--- src/rtl/id_ex_operand_stage_pkg.sv ---
// Shared types and ALU op codes for the ID/EX operand stage.
// Struct widths follow the default stage parameters.
package riscv_ex_pkg;

    localparam int XLEN  = 32;
    localparam int OP_W  = 4;
    localparam int REG_W = 5;

    localparam logic [OP_W-1:0] ALU_AND   = 4'b0000;
    localparam logic [OP_W-1:0] ALU_OR    = 4'b0001;
    localparam logic [OP_W-1:0] ALU_ADD   = 4'b0010;
    localparam logic [OP_W-1:0] ALU_XOR   = 4'b0011;
    localparam logic [OP_W-1:0] ALU_SLL   = 4'b0100;
    localparam logic [OP_W-1:0] ALU_SRL   = 4'b0101;
    localparam logic [OP_W-1:0] ALU_SUB   = 4'b0110;
    localparam logic [OP_W-1:0] ALU_SLT   = 4'b0111;
    localparam logic [OP_W-1:0] ALU_SLTU  = 4'b1000;
    localparam logic [OP_W-1:0] ALU_BR    = 4'b1001;
    localparam logic [OP_W-1:0] ALU_PASSA = 4'b1010;
    localparam logic [OP_W-1:0] ALU_SRA   = 4'b1100;

    typedef struct packed {
        logic             valid;
        logic [REG_W-1:0] rs1;
        logic [REG_W-1:0] rs2;
        logic [REG_W-1:0] rd;
        logic [XLEN-1:0]  rs1_data;
        logic [XLEN-1:0]  rs2_data;
        logic [XLEN-1:0]  imm;
        logic [XLEN-1:0]  pc;
        logic             a_sel;
        logic             b_sel;
        logic [OP_W-1:0]  op;
        logic             blt;
        logic             bgt;
        logic             bltu;
        logic             bgeu;
        logic             reg_write;
        logic             mem_read;
        logic             mem_write;
    } id_ex_t;

endpackage

--- src/rtl/id_ex_operand_stage_if.sv ---
// Decode-to-execute handshake bundle: valid/ready plus decoded fields.
// master = ID stage, slave = ID/EX operand stage.
interface id_ex_operand_stage_if #(
    parameter int DATA_WIDTH    = 32,
    parameter int OPCODE_LENGTH = 4,
    parameter int REG_ADDR_W    = 5
);

    logic                     id_valid;
    logic                     id_ready;
    logic [REG_ADDR_W-1:0]    id_rs1;
    logic [REG_ADDR_W-1:0]    id_rs2;
    logic [REG_ADDR_W-1:0]    id_rd;
    logic [DATA_WIDTH-1:0]    id_rs1_data;
    logic [DATA_WIDTH-1:0]    id_rs2_data;
    logic [DATA_WIDTH-1:0]    id_imm;
    logic [DATA_WIDTH-1:0]    id_pc;
    logic                     id_a_sel;
    logic                     id_b_sel;
    logic [OPCODE_LENGTH-1:0] id_operation;
    logic                     id_blt;
    logic                     id_bgt;
    logic                     id_bltu;
    logic                     id_bgeu;
    logic                     id_reg_write;
    logic                     id_mem_read;
    logic                     id_mem_write;

    modport master (
        output id_valid, id_rs1, id_rs2, id_rd,
        output id_rs1_data, id_rs2_data, id_imm, id_pc,
        output id_a_sel, id_b_sel, id_operation,
        output id_blt, id_bgt, id_bltu, id_bgeu,
        output id_reg_write, id_mem_read, id_mem_write,
        input  id_ready
    );

    modport slave (
        input  id_valid, id_rs1, id_rs2, id_rd,
        input  id_rs1_data, id_rs2_data, id_imm, id_pc,
        input  id_a_sel, id_b_sel, id_operation,
        input  id_blt, id_bgt, id_bltu, id_bgeu,
        input  id_reg_write, id_mem_read, id_mem_write,
        output id_ready
    );

endinterface

--- src/rtl/id_ex_operand_stage_fwd.sv ---
// Per-operand forwarding mux: MEM beats WB beats stored register data.
// x0 is never forwarded.
module fwd_mux
    import riscv_ex_pkg::*;
#(
    parameter int DATA_WIDTH = 32,
    parameter int REG_ADDR_W = 5
) (
    input  logic [REG_ADDR_W-1:0] rs,
    input  logic [DATA_WIDTH-1:0] data,
    input  logic [REG_ADDR_W-1:0] mem_rd,
    input  logic                  mem_reg_write,
    input  logic [DATA_WIDTH-1:0] mem_result,
    input  logic [REG_ADDR_W-1:0] wb_rd,
    input  logic                  wb_reg_write,
    input  logic [DATA_WIDTH-1:0] wb_result,
    output logic [DATA_WIDTH-1:0] value
);

    logic mem_hit;
    logic wb_hit;

    assign mem_hit = mem_reg_write & (mem_rd != '0) & (mem_rd == rs);
    assign wb_hit  = wb_reg_write & (wb_rd != '0) & (wb_rd == rs);

    always_comb begin
        value = data;
        if (mem_hit)
            value = mem_result;
        else if (wb_hit)
            value = wb_result;
    end

endmodule

--- src/rtl/id_ex_operand_stage.sv ---
// ID/EX register, forwarding and operand select feeding the ALU.
// Optional perf counters enabled by defining ID_EX_PERF_EN.
module id_ex_operand_stage
    import riscv_ex_pkg::*;
#(
    parameter int DATA_WIDTH    = 32,
    parameter int OPCODE_LENGTH = 4,
    parameter int REG_ADDR_W    = 5
) (
    input  logic                     clk,
    input  logic                     rst_n,
    id_ex_operand_stage_if.slave     id,
    input  logic                     ex_ready,
    input  logic                     flush,
    input  logic [REG_ADDR_W-1:0]    mem_rd,
    input  logic [REG_ADDR_W-1:0]    wb_rd,
    input  logic                     mem_reg_write,
    input  logic                     wb_reg_write,
    input  logic [DATA_WIDTH-1:0]    mem_result,
    input  logic [DATA_WIDTH-1:0]    wb_result,
    output logic                     ex_valid,
    output logic [DATA_WIDTH-1:0]    SrcA,
    output logic [DATA_WIDTH-1:0]    SrcB,
    output logic [OPCODE_LENGTH-1:0] Operation,
    output logic                     BLT,
    output logic                     BGT,
    output logic                     BLTU,
    output logic                     BGEU,
    output logic [REG_ADDR_W-1:0]    ex_rd,
    output logic                     ex_reg_write,
    output logic                     ex_mem_read,
    output logic                     ex_mem_write,
    output logic [DATA_WIDTH-1:0]    ex_store_data,
    output logic                     load_use_stall,
    output logic [31:0]              stall_count,
    output logic [31:0]              flush_count
);

    id_ex_t q;
    id_ex_t d;

    logic                  hazard;
    logic                  wb_fix1;
    logic                  wb_fix2;
    logic [DATA_WIDTH-1:0] fwd1;
    logic [DATA_WIDTH-1:0] fwd2;

    assign hazard = q.valid & q.mem_read & (q.rd != '0) & id.id_valid
                  & ((q.rd == id.id_rs1) | (q.rd == id.id_rs2));

    assign load_use_stall = hazard & ex_ready & ~flush;
    assign id.id_ready    = ex_ready & ~hazard;

    assign wb_fix1 = wb_reg_write & (wb_rd != '0) & (wb_rd == q.rs1);
    assign wb_fix2 = wb_reg_write & (wb_rd != '0) & (wb_rd == q.rs2);

    always_comb begin
        d = q;
        if (flush) begin
            d = '0;
        end else if (!ex_ready) begin
            // WB retires while we hold; keep its value once it leaves the pipe
            if (wb_fix1)
                d.rs1_data = wb_result;
            if (wb_fix2)
                d.rs2_data = wb_result;
        end else if (hazard) begin
            d = '0;
        end else if (id.id_valid) begin
            d.valid     = 1'b1;
            d.rs1       = id.id_rs1;
            d.rs2       = id.id_rs2;
            d.rd        = id.id_rd;
            d.rs1_data  = id.id_rs1_data;
            d.rs2_data  = id.id_rs2_data;
            d.imm       = id.id_imm;
            d.pc        = id.id_pc;
            d.a_sel     = id.id_a_sel;
            d.b_sel     = id.id_b_sel;
            d.op        = id.id_operation;
            d.blt       = id.id_blt;
            d.bgt       = id.id_bgt;
            d.bltu      = id.id_bltu;
            d.bgeu      = id.id_bgeu;
            d.reg_write = id.id_reg_write;
            d.mem_read  = id.id_mem_read;
            d.mem_write = id.id_mem_write;
        end else begin
            d = '0;
        end
    end

    always_ff @(posedge clk or negedge rst_n) begin
        if (!rst_n)
            q <= '0;
        else
            q <= d;
    end

    fwd_mux #(
        .DATA_WIDTH (DATA_WIDTH),
        .REG_ADDR_W (REG_ADDR_W)
    ) u_fwd1 (
        .rs            (q.rs1),
        .data          (q.rs1_data),
        .mem_rd        (mem_rd),
        .mem_reg_write (mem_reg_write),
        .mem_result    (mem_result),
        .wb_rd         (wb_rd),
        .wb_reg_write  (wb_reg_write),
        .wb_result     (wb_result),
        .value         (fwd1)
    );

    fwd_mux #(
        .DATA_WIDTH (DATA_WIDTH),
        .REG_ADDR_W (REG_ADDR_W)
    ) u_fwd2 (
        .rs            (q.rs2),
        .data          (q.rs2_data),
        .mem_rd        (mem_rd),
        .mem_reg_write (mem_reg_write),
        .mem_result    (mem_result),
        .wb_rd         (wb_rd),
        .wb_reg_write  (wb_reg_write),
        .wb_result     (wb_result),
        .value         (fwd2)
    );

    // Bubbles present AND of zeros so the ALU result is 0
    assign ex_valid      = q.valid;
    assign SrcA          = !q.valid ? '0 : (q.a_sel ? q.pc : fwd1);
    assign SrcB          = !q.valid ? '0 : (q.b_sel ? q.imm : fwd2);
    assign Operation     = q.valid ? q.op : ALU_AND;
    assign BLT           = q.valid & q.blt;
    assign BGT           = q.valid & q.bgt;
    assign BLTU          = q.valid & q.bltu;
    assign BGEU          = q.valid & q.bgeu;
    assign ex_rd         = q.rd;
    assign ex_reg_write  = q.valid & q.reg_write;
    assign ex_mem_read   = q.valid & q.mem_read;
    assign ex_mem_write  = q.valid & q.mem_write;
    assign ex_store_data = fwd2;

`ifdef ID_EX_PERF_EN
    logic [31:0] stall_q;
    logic [31:0] flush_q;

    always_ff @(posedge clk or negedge rst_n) begin
        if (!rst_n) begin
            stall_q <= '0;
            flush_q <= '0;
        end else begin
            if (load_use_stall)
                stall_q <= stall_q + 32'd1;
            if (flush & q.valid)
                flush_q <= flush_q + 32'd1;
        end
    end

    assign stall_count = stall_q;
    assign flush_count = flush_q;
`else
    assign stall_count = '0;
    assign flush_count = '0;
`endif

endmodule
--- src/flat_wrapper.sv ---
// flat-port wrapper written by rule: the top's interface ports become plain ports
module id_ex_operand_stage_flat import riscv_ex_pkg::*;
#(
    parameter int DATA_WIDTH    = 32,
    parameter int OPCODE_LENGTH = 4,
    parameter int REG_ADDR_W    = 5
)
  (clk, rst_n, ex_ready, flush, mem_rd, wb_rd, mem_reg_write, wb_reg_write, mem_result, wb_result, ex_valid, SrcA, SrcB, Operation, BLT, BGT, BLTU, BGEU, ex_rd, ex_reg_write, ex_mem_read, ex_mem_write, ex_store_data, load_use_stall, stall_count, flush_count, id_id_valid, id_id_rs1, id_id_rs2, id_id_rd, id_id_rs1_data, id_id_rs2_data, id_id_imm, id_id_pc, id_id_a_sel, id_id_b_sel, id_id_operation, id_id_blt, id_id_bgt, id_id_bltu, id_id_bgeu, id_id_reg_write, id_id_mem_read, id_id_mem_write, id_id_ready);
  id_ex_operand_stage_if #(.DATA_WIDTH(DATA_WIDTH), .OPCODE_LENGTH(OPCODE_LENGTH), .REG_ADDR_W(REG_ADDR_W)) id_i ();
  input  logic clk;
  input  logic rst_n;
  input  logic ex_ready;
  input  logic flush;
  input  logic [REG_ADDR_W-1:0] mem_rd;
  input  logic [REG_ADDR_W-1:0] wb_rd;
  input  logic mem_reg_write;
  input  logic wb_reg_write;
  input  logic [DATA_WIDTH-1:0] mem_result;
  input  logic [DATA_WIDTH-1:0] wb_result;
  output logic ex_valid;
  output logic [DATA_WIDTH-1:0] SrcA;
  output logic [DATA_WIDTH-1:0] SrcB;
  output logic [OPCODE_LENGTH-1:0] Operation;
  output logic BLT;
  output logic BGT;
  output logic BLTU;
  output logic BGEU;
  output logic [REG_ADDR_W-1:0] ex_rd;
  output logic ex_reg_write;
  output logic ex_mem_read;
  output logic ex_mem_write;
  output logic [DATA_WIDTH-1:0] ex_store_data;
  output logic load_use_stall;
  output logic [31:0] stall_count;
  output logic [31:0] flush_count;
  input wire logic [$bits(id_i.id_valid)-1:0] id_id_valid;
  input wire logic [$bits(id_i.id_rs1)-1:0] id_id_rs1;
  input wire logic [$bits(id_i.id_rs2)-1:0] id_id_rs2;
  input wire logic [$bits(id_i.id_rd)-1:0] id_id_rd;
  input wire logic [$bits(id_i.id_rs1_data)-1:0] id_id_rs1_data;
  input wire logic [$bits(id_i.id_rs2_data)-1:0] id_id_rs2_data;
  input wire logic [$bits(id_i.id_imm)-1:0] id_id_imm;
  input wire logic [$bits(id_i.id_pc)-1:0] id_id_pc;
  input wire logic [$bits(id_i.id_a_sel)-1:0] id_id_a_sel;
  input wire logic [$bits(id_i.id_b_sel)-1:0] id_id_b_sel;
  input wire logic [$bits(id_i.id_operation)-1:0] id_id_operation;
  input wire logic [$bits(id_i.id_blt)-1:0] id_id_blt;
  input wire logic [$bits(id_i.id_bgt)-1:0] id_id_bgt;
  input wire logic [$bits(id_i.id_bltu)-1:0] id_id_bltu;
  input wire logic [$bits(id_i.id_bgeu)-1:0] id_id_bgeu;
  input wire logic [$bits(id_i.id_reg_write)-1:0] id_id_reg_write;
  input wire logic [$bits(id_i.id_mem_read)-1:0] id_id_mem_read;
  input wire logic [$bits(id_i.id_mem_write)-1:0] id_id_mem_write;
  output wire logic [$bits(id_i.id_ready)-1:0] id_id_ready;
  assign id_i.id_valid = id_id_valid;
  assign id_i.id_rs1 = id_id_rs1;
  assign id_i.id_rs2 = id_id_rs2;
  assign id_i.id_rd = id_id_rd;
  assign id_i.id_rs1_data = id_id_rs1_data;
  assign id_i.id_rs2_data = id_id_rs2_data;
  assign id_i.id_imm = id_id_imm;
  assign id_i.id_pc = id_id_pc;
  assign id_i.id_a_sel = id_id_a_sel;
  assign id_i.id_b_sel = id_id_b_sel;
  assign id_i.id_operation = id_id_operation;
  assign id_i.id_blt = id_id_blt;
  assign id_i.id_bgt = id_id_bgt;
  assign id_i.id_bltu = id_id_bltu;
  assign id_i.id_bgeu = id_id_bgeu;
  assign id_i.id_reg_write = id_id_reg_write;
  assign id_i.id_mem_read = id_id_mem_read;
  assign id_i.id_mem_write = id_id_mem_write;
  assign id_id_ready = id_i.id_ready;
  id_ex_operand_stage #(.DATA_WIDTH(DATA_WIDTH), .OPCODE_LENGTH(OPCODE_LENGTH), .REG_ADDR_W(REG_ADDR_W)) u_core (.clk(clk), .rst_n(rst_n), .id(id_i), .ex_ready(ex_ready), .flush(flush), .mem_rd(mem_rd), .wb_rd(wb_rd), .mem_reg_write(mem_reg_write), .wb_reg_write(wb_reg_write), .mem_result(mem_result), .wb_result(wb_result), .ex_valid(ex_valid), .SrcA(SrcA), .SrcB(SrcB), .Operation(Operation), .BLT(BLT), .BGT(BGT), .BLTU(BLTU), .BGEU(BGEU), .ex_rd(ex_rd), .ex_reg_write(ex_reg_write), .ex_mem_read(ex_mem_read), .ex_mem_write(ex_mem_write), .ex_store_data(ex_store_data), .load_use_stall(load_use_stall), .stall_count(stall_count), .flush_count(flush_count));
endmodule
--- config.mk ---
export PLATFORM = sky130hd
export DESIGN_NAME = id_ex_operand_stage_flat
export DESIGN_NICKNAME = d
export VERILOG_FILES = /design/src/rtl/id_ex_operand_stage_pkg.sv /design/src/rtl/id_ex_operand_stage_if.sv /design/src/rtl/id_ex_operand_stage_fwd.sv /design/src/rtl/id_ex_operand_stage.sv /design/src/flat_wrapper.sv
export SDC_FILE = /design/constraint.sdc
export NUM_CORES = 1
export LEC_CHECK = 0
export CORE_AREA = 5 5 160 162
export CTS_BUF_LIST = sky130_fd_sc_hd__clkbuf_4 sky130_fd_sc_hd__clkbuf_8
export DETAILED_ROUTE_END_ITERATION = 8
export DIE_AREA = 0 0 165 167
export GPL_TIMING_DRIVEN = 0
export PLACE_DENSITY_LB_ADDON = 0.3
export SYNTH_ARGS = -nofsm -noshare
export SYNTH_HDL_FRONTEND = slang
export SYNTH_HIERARCHICAL = 1
export SYNTH_SLANG_ARGS = --single-unit
--- constraint.sdc ---
create_clock -name clk -period 7.6 [get_ports clk]
set_input_delay 1.9 -clock clk [delete_from_list [all_inputs] [get_ports clk]]
set_output_delay 1.9 -clock clk [all_outputs]
set_load 0.01 [all_outputs]
Word-level counts from Yosys, hierarchy flattened
Cells that the tools add are included.
- flip-flop bits (word level): 157
- word-level logic and storage cells: 65
- equal/unequal tests: 6
- mux-type cells: 15
- bitwise logic cells: 22
- reduce and logical (&&, ||, !) cells: 4
- operators by type and width (kind ; count):
    $mux W157 ; 3
    $mux W32 ; 8
    $mux W77 ; 1
    $mux W64 ; 1
    $eq A5 B5 Y1 ; 6
    $and A1 B1 Y1 ; 19
    $mux W16 ; 1
    $reduce_bool A5 Y1 ; 3
    $mux W4 ; 1
    $not A1 Y1 ; 2
    $reduce_bool A2 Y1 ; 1
    $or A1 B1 Y1 ; 1

Longest topological paths before layout
Gate-level depths: netlist of run 1.
- depth in word-level cells: 7
- mapped depth: 8

By module
The synthesis of run 1 kept the hierarchy.
- by module, submodules not included (module ; cells an instance ; area each (µm²) ; instances):
    id_ex_operand_stage ; 801 ; 8824.7 ; 1
    fwd_mux ; 185 ; 1167.4 ; 2

Worst setup path after synthesis of run 1
No wires, ideal clock.
- path kind: input to output
- from: in wb_rd[0]
- to: out SrcB[10]
- cell stages on the path: 7
- required time: 5.700 ns
- arrival time: 3.472 ns
- path slack: 2.228 ns
- path buffers: 1
- cells stage by stage: nor4_1 -> o21a_1 -> buf_1 -> o31ai_1 -> a31oi_1 -> mux2i_1 -> nor2b_1
- word-level cells in the longest chain between the ends: 7
- ends and longest elaborated chain (item ; RTL line ; text):
    start: declaration ; flat_wrapper.sv:15 ; input logic [REG_ADDR_W-1:0] wb_rd;
    $reduce_bool A5 Y1 ; id_ex_operand_stage_fwd.sv:24 ; assign wb_hit = wb_reg_write & (wb_rd != '0) & (wb_rd == rs);
    $and A1 B1 Y1 ; id_ex_operand_stage_fwd.sv:24 ;
    $and A1 B1 Y1 * ; id_ex_operand_stage_fwd.sv:24 ;
    $mux W32 * ; -- ;
    $mux W32 * ; id_ex_operand_stage_fwd.sv:28 ; if (mem_hit)
    net ex_store_data[10] ; flat_wrapper.sv:32 ; output logic [DATA_WIDTH-1:0] ex_store_data;
    $mux W32 * (2 in a row) ; id_ex_operand_stage.sv:133 ; assign SrcB = !q.valid ? '0 : (q.b_sel ? q.imm : fwd2);
    end: declaration ; flat_wrapper.sv:22 ; output logic [DATA_WIDTH-1:0] SrcB;
Mark *: on every way through the listed nets, which the timed path passes. The rest lies on a longest branch.

Final worst setup path of run 1
- from: in wb_rd[4]
- to: out SrcB[29]
- word-level cells in the longest chain between the ends: 7
- ends and longest elaborated chain (item ; RTL line):
    $reduce_bool A5 Y1 ; id_ex_operand_stage_fwd.sv:24
    $and A1 B1 Y1 ; id_ex_operand_stage_fwd.sv:24
    $and A1 B1 Y1 * ; id_ex_operand_stage_fwd.sv:24
    $mux W32 * ; --
    $mux W32 * ; id_ex_operand_stage_fwd.sv:28
    $mux W32 * (2 in a row) ; id_ex_operand_stage.sv:133
Every way passes the cells marked *; elsewhere a longest branch is shown, timed or not.

==> results.md, run 1 <==
- Outcome: completed
- Initial antenna violation count: 2
- Top post-synthesis cells by count: dfrtp_1, nor2b_1, clkbuf_1
- Cells after Synth: 1,171
- Core ar.: 0.02396 mm2
- Most common cell in the netlist: dfrtp_1
- WP data required: 5.70 ns
- Vias in the first global route: 12,050
- Power per standard cell area: 145.2 mW/mm2
- Die Width: 165 um
- Hold Path Sink: u_core/q[79]
- Gr usage total: 0.3356
- Post-CTS Resized: 0
- Mean Syn Cell Area: 9.530 um2
- Crit. End Element: output pin
- CTS clk-pin slew, worst paths: 0.11 ns
- Hold Path Depth: 2
- Reg-to-Reg Start: u_core/ex_rd[1]
- Remaining Overflow, GRT: 0
- Critical Path Start Type: input pin
- Die ar.: 0.02756 mm2
- Antenna viol nets, final: 0
- Final Util: 0.6588
- Least-Margin Pin Slew: 1.085 ns
- Setup TNS: 0 ns
- CTS sink cnt: 157
- Final period util: 0.9480
- Layout cells sized above 1: 0.1273
- First-pass GRT wire length: 71,190 um
- RSZ-0062 raised after global routing: no
- Critical path arrival: 5.31 ns
- Seq cells post-synth: 157
- Nets: 1,842
- Largest net degree at the start of global routing: 83
- Largest cells by area after synthesis: dfrtp_1, o41ai_2, a22o_1, mux2i_1, nor2b_1
- Initial DRC Count: 1,314
- Post-CTS setup buffer count: 0
- Cell area after synthesis: 0.01116 mm2
- DRC Markers: 0
- H-tree level count: 4
- Design Area, Final: 0.01579 mm2
- Clock buffer depth: 2
- Hold path start: u_core/q[79]
- Vias per cell: 6.091
- Placer Congestion: 1.006
- HP Class: reg -> reg
- CTS tree: built
- Clock Root Buffer: clkbuf_8
- Post-synth top area cell: dfrtp_1
- Die height: 167 um
- Distinct cells, synth: 36
- Hold Buf Count CTS: 0
- Via count: 11,840
- Buffers on Ports: 351
- Fill count: 2,017
- Area of the multi-input gates: 0.006265 mm2
- Maximum vdd drop: 0.00008440 V
- Top FF cell, synth: dfrtp_1
- Final hold vios: 0
- Routed WL: 48,170 um
- Area after DPL: 0.01535 mm2
- Critical Path Start: wb_rd[4]
- TritonRoute pass-1 iters: 6
- Setup-failing EPs final: 0
- CP max FO: 10
- Lkg Pwr: 6.210 nW
- Cts bufs inserted: 17
- Post-synth EDFFs: 0
- Setup slack, reg-to-reg: 5.26 ns
- Sequential area share after synthesis: 0.3521
- Synth-to-Final Area Change: 41.46%
- Syn. warnings: 6
- Sequential cell area: 0.003929 mm2
- Starting density of the core: 0.4657
- Min cycle time layout: 7.205 ns
- Worst r2r path cells: 6
- Crit path kind: in -> out
- Max-cap viol count: 0
- Top cell type's share of synthesized area: 0.3521
- Relative slew margins: 0.2765
- Hpwl dp: 35,650 um
- Fraction of registers with async set/reset: 1.000
- WL/cell: 24.78 um
- Worst flop-to-flop path endpoint: u_core/q[43]
- Fin worst setup slack: 0.3949 ns
- Floorplan row count: 57
- Fin Clk Skew: 0.02244 ns
- Clock Latency Late Sink: 0.47 ns
- Pre-CTS setup slack: 0.5323 ns
- FMAX: 138.8 MHz
- Fin. max-slew vios: 0
- I/O Pins: 416
-- registers in the layout, summed over array words and instances, names as in the netlist --
signal,flops
u_core/q,151
u_core/ex_valid,1
u_core/ex_rd,5
-- worst max-delay path by stage --
stage                         endpoint  slack, ns  depth (start not counted)
after floorplan               SrcB[10]       2.23                          7
after global placement    u_core/q[51]      -1.96                          1
after detailed placement      SrcB[29]       0.53                          9
after CTS                     SrcB[29]       0.50                          9
after global routing          SrcB[29]       0.33                         10
final                         SrcB[29]       0.39                          9
-- kinds of logic after synthesis --
logic type	synth area share
compound gates	0.2805
simple gates	0.1737
buf+inv	0.1077
flops	0.3521
mux	0.05741
xor+xnor	0.02825
other cells	0.0003360
-- cells in the final DEF, fill, tap and decap left out, types with 4 or more instances in the layout --
master and instances:
o41ai_1 4, nor2_1 4, buf_2 16, a21oi_1 65
o31ai_1 64, nand4_1 64, buf_1 6, clkbuf_1 95
a31oi_1 65, nor4_1 66, o41ai_2 60, nor2b_1 96
clkdlybuf4s50_1 350, and2_1 16, dfrtp_1 157, buf_4 79
a22o_1 92, inv_6 5, clkbuf_8 18, xnor2_1 36
nand2_1 75, buf_6 13, mux2i_1 64, nand3_1 8
conb_1 64
-- through the flow --
stage	hold slack [ns]	power (mW)	instances
global placement	0.4602	1.556	1909
floorplan	0.4433	1.237	1234
detailed placement	0.4594	1.570	1910
CTS	0.4890	2.284	1942
global route	0.4971	2.374	1944
finish	0.4930	2.292	1944
-- report_power, final --
| part | internal [mW] | switching (mW) | total, mW |
|---|---|---|---|
| Combinational | 0.300 | 0.363 | 0.663 |
| Sequential | 0.877 | 0.0326 | 0.910 |
| Clock | 0.347 | 0.372 | 0.719 |
-- cell type report --
cell class	instances	area share
diodes	2	0.0003170
plain buffers	209	0.07593
clock buffers	19	0.01617
clock inverters	13	0.01133
inverters	1	0.0002378
multi-input cells	867	0.3968
flip-flops and latches	157	0.2489
well taps	324	0.02568
repair buffers	352	0.2246
-- metal layers --
layer / track usage / part of all wire / vias to the layer above
li1: - / - / 5220
met5: 0 / 0 / -
met3: 0.09565 / 0.11 / 118
met2: 0.5589 / 0.48 / 824
met4: 0.1063 / 0.029 / 0
met1: 0.4193 / 0.38 / 5679
-- critical path, cell delays in order --
cell and delay, ns:
clkdlybuf4s50_1 0.57, or2_1 0.31, o21ai_1 0.56, clkbuf_1 0.52, nand4_1 0.17, a31oi_1 0.40, mux2i_1 0.15, nor2b_1 0.16
clkdlybuf4s50_1 0.56
Note: power is estimated with default switching activity, not from simulation.
==> run 2: changes to the inputs <==
--- a/config.mk
+++ b/config.mk
@@ -5,11 +5,12 @@
 export SDC_FILE = /design/constraint.sdc
 export NUM_CORES = 1
 export LEC_CHECK = 0
-export CORE_AREA = 5 5 160 162
+export CORE_AREA = 2 2 162 164
 export CTS_BUF_LIST = sky130_fd_sc_hd__clkbuf_4 sky130_fd_sc_hd__clkbuf_8
 export DETAILED_ROUTE_END_ITERATION = 8
-export DIE_AREA = 0 0 165 167
+export DIE_AREA = 0 0 164 166
 export GPL_TIMING_DRIVEN = 0
+export MAX_ROUTING_LAYER = met4
 export PLACE_DENSITY_LB_ADDON = 0.3
 export SYNTH_ARGS = -nofsm -noshare
 export SYNTH_HDL_FRONTEND = slang
==> results.md, run 2 (synthesis results as in run 1) <==
- WP data required: 5.70 ns (about the same)
- Critical Path Start Type: input pin
- Initial DRC Count: 1,375 (+4.6%)
- Post-CTS setup buffer count: 0 (unchanged)
- Layout Cells excl Fill: 1,954 (+0.51%)
- Clock Latency Late Sink: 0.46 ns (about the same)
- Crit. End Element: output pin
- WHS: 0.4911 ns (-0.001926 ns)
- Fin Clk Skew: 0.01976 ns (-0.002677 ns)
- Layout cells sized above 1: 0.1273 (unchanged)
- Placer Congestion: 0.9717 (-3.4%)
- Synth-to-Final Area Change: 41.32%
- Design Area, Final: 0.01577 mm2 (-0.10%)
- Final period util: 0.9420 (-0.006028)
- Die ar.: 0.02722 mm2 (-1.2%)
- Vias per cell: 6.112 (+0.34%)
- Psw: 0.7663 mW (-0.11%)
- Fin. max-slew vios: 0 (unchanged)
- Cts bufs inserted: 17 (unchanged)
- Max stage delay on crit path: 0.58 ns (about the same)
- Buf+Inv Stages, Crit Path: 3 (unchanged)
- Hold path start: u_core/q[106]
- Reg-to-Reg Start: u_core/ex_rd[1]
- Floorplan row count: 59 (+3.5%)
- CP max FO: 10 (unchanged)
- Logic pwr share: 0.294 (+0.005)
- Largest Register: u_core/q
- Routed WL: 47,340 um (-1.7%)
- Initial antenna violation count: 2 (unchanged)
- Pre-CTS setup slack: 0.5931 ns (+0.06077 ns)
- Outcome: completed
- Commonest non-fill, non-tap cells in the layout: clkdlybuf4s50_1, dfrtp_1, nor2b_1
- Slowest stage cell on the critical path: clkdlybuf4s50_1
- Worst path most repeated cell: clkdlybuf4s50_1
- Antenna viol nets, final: 0 (unchanged)
- Setup-failing EPs final: 0 (unchanged)
- Number of flip-flops under the largest register name: 151 (unchanged)
- Largest net degree at the start of global routing: 83 (unchanged)
- RSZ-0062 raised after global routing: no
- Critical Path Start: wb_rd[0]
- Power per standard cell area: 143.0 mW/mm2 (-1.5%)
- Crit-path cells: clkdlybuf4s50_1, nor4_1, o21a_1, buf_1, o31ai_1, a31oi_1, mux2i_1, nor2b_1, clkdlybuf4s50_1
- CP delay by family, top: buffers and inverters
- FMAX: 139.7 MHz (+0.64%)
- Relative slew margins: 0.2772 (+0.0007650)
- Max-cap viol count: 0 (unchanged)
- DRC Markers: 0 (unchanged)
- First-pass GRT wire length: 69,520 um (-2.3%)
- Hold Buf Count CTS: 0 (unchanged)
- Sequential power share: 0.403 (+0.006)
- Min cycle time layout: 7.159 ns (-0.04581 ns)
- Least-Margin Pin Slew: 1.084 ns (-0.001147 ns)
- CTS tree: built
- Critical path arrival: 5.26 ns (-0.05 ns)
- Core ar.: 0.02562 mm2 (+6.9%)
- P_int: 1.489 mW (-2.3%)
- Final hold vios: 0 (unchanged)
- CTS sink cnt: 157 (unchanged)
- Crit path kind: in -> out
- WL/cell: 24.23 um (-2.2%)
- Nets: 1,842 (unchanged)
- I/O Pins: 416 (unchanged)
- Fin worst setup slack: 0.4407 ns (+0.04581 ns)
- Clock Root Buffer: clkbuf_8
- Vias in the first global route: 11,850 (-1.7%)
- Placed cells: 1,921 (+0.58%)
- Area after DPL: 0.01536 mm2 (about the same)
- Maximum vdd drop: 0.00009329 V (+11%)
- Clock buffer depth: 2 (unchanged)
- Gr usage total: 0.3459 (+0.01028)
- Remaining Overflow, GRT: 0 (unchanged)
- Sw Share: 0.3398 (+0.004992)
- Commonest non-fill, non-tap cell in the layout: clkdlybuf4s50_1
- Die height: 166 um (-0.60%)
- Buffers on Ports: 351 (unchanged)
- Die Width: 164 um (-0.61%)
- Setup TNS: 0 ns (unchanged)
- H-tree level count: 4 (unchanged)
- Via count: 11,940 (+0.85%)
- Lkg Pwr: 6.187 nW (-0.38%)
- Post-CTS Resized: 0 (unchanged)
- Clock share of power: 0.304 (-0.010)
- Hpwl dp: 35,040 um (-1.7%)
- TritonRoute pass-1 iters: 6 (unchanged)
- CTS clk-pin slew, worst paths: 0.08 ns (-0.03 ns)
- HP Class: reg -> reg
- Starting density of the core: 0.4356 (-0.03005)
[run 2: final timing paths]
path	endpoint	slack [ns]	cells past startpoint
min reg2reg	u_core/q[106]	0.49	2
min	u_core/q[106]	0.49	2
max	SrcB[30]	0.44	9
max reg2reg	u_core/q[45]	5.20	6
min in group asynchronous	u_core/q[71]	1.40	1
max in group asynchronous	u_core/q[119]	5.32	2
[run 2: worst reg2reg max path: stages (launching register included)]
cell and delay, ns:
dfrtp_1 0.46, or4_1 0.56, o21a_1 0.23, a21oi_1 0.23
buf_2 0.42, buf_4 0.29, a22o_1 0.16
[run 2: final cells by class]
type                            instances  area, um2
Timing Repair Buffer                  352       3546
Sequential cell                       157       3929
Clock inverter                         13      151.4
Fill cell                            2264       9846
Buffer                                209       1199
Antenna cell                            1      2.502
Multi-Input combinational cell        867       6265
Tap cell                              335      419.2
Inverter                                1      3.754
Clock buffer                           19      255.2
[run 2: layer usage]
layer / routed length (um) / vias up / global-route usage
met5: 0 / - / -
met4: 1824 / 0 / 0.1259
met3: 5071 / 129 / 0.07867
met2: 22230 / 835 / 0.5491
met1: 18210 / 5740 / 0.4311
li1: - / 5238 / -
[run 2: power groups by stage]
| stage | clock network (mW) | logic, mW | registers (mW) |
|---|---|---|---|
| global placement | 0 | 0.637 | 0.923 |
| floorplan | 0 | 0.324 | 0.913 |
| global route | 0.724 | 0.700 | 0.913 |
| finish | 0.685 | 0.663 | 0.908 |
| CTS | 0.695 | 0.650 | 0.907 |
| detailed placement | 0 | 0.647 | 0.923 |
[run 2: metrics by stage]
| step | utilization | total power, mW |
|---|---|---|
| floorplan | - | 1.237 |
| CTS | 0.6155 | 2.252 |
| detailed placement | 0.5997 | 1.570 |
| global route | 0.6156 | 2.337 |
| finish | 0.6156 | 2.255 |
| global placement | 0.5984 | 1.560 |
==> run 3: changes to the inputs <==
--- a/config.mk
+++ b/config.mk
@@ -12,6 +12,7 @@
 export GPL_TIMING_DRIVEN = 0
 export MAX_ROUTING_LAYER = met4
 export PLACE_DENSITY_LB_ADDON = 0.3
+export SKIP_LAST_GASP = 1
 export SYNTH_ARGS = -nofsm -noshare
 export SYNTH_HDL_FRONTEND = slang
 export SYNTH_HIERARCHICAL = 1
==> results of run 3 <==
Same layout as run 2: the final DEF is identical, and so are final timing and power.
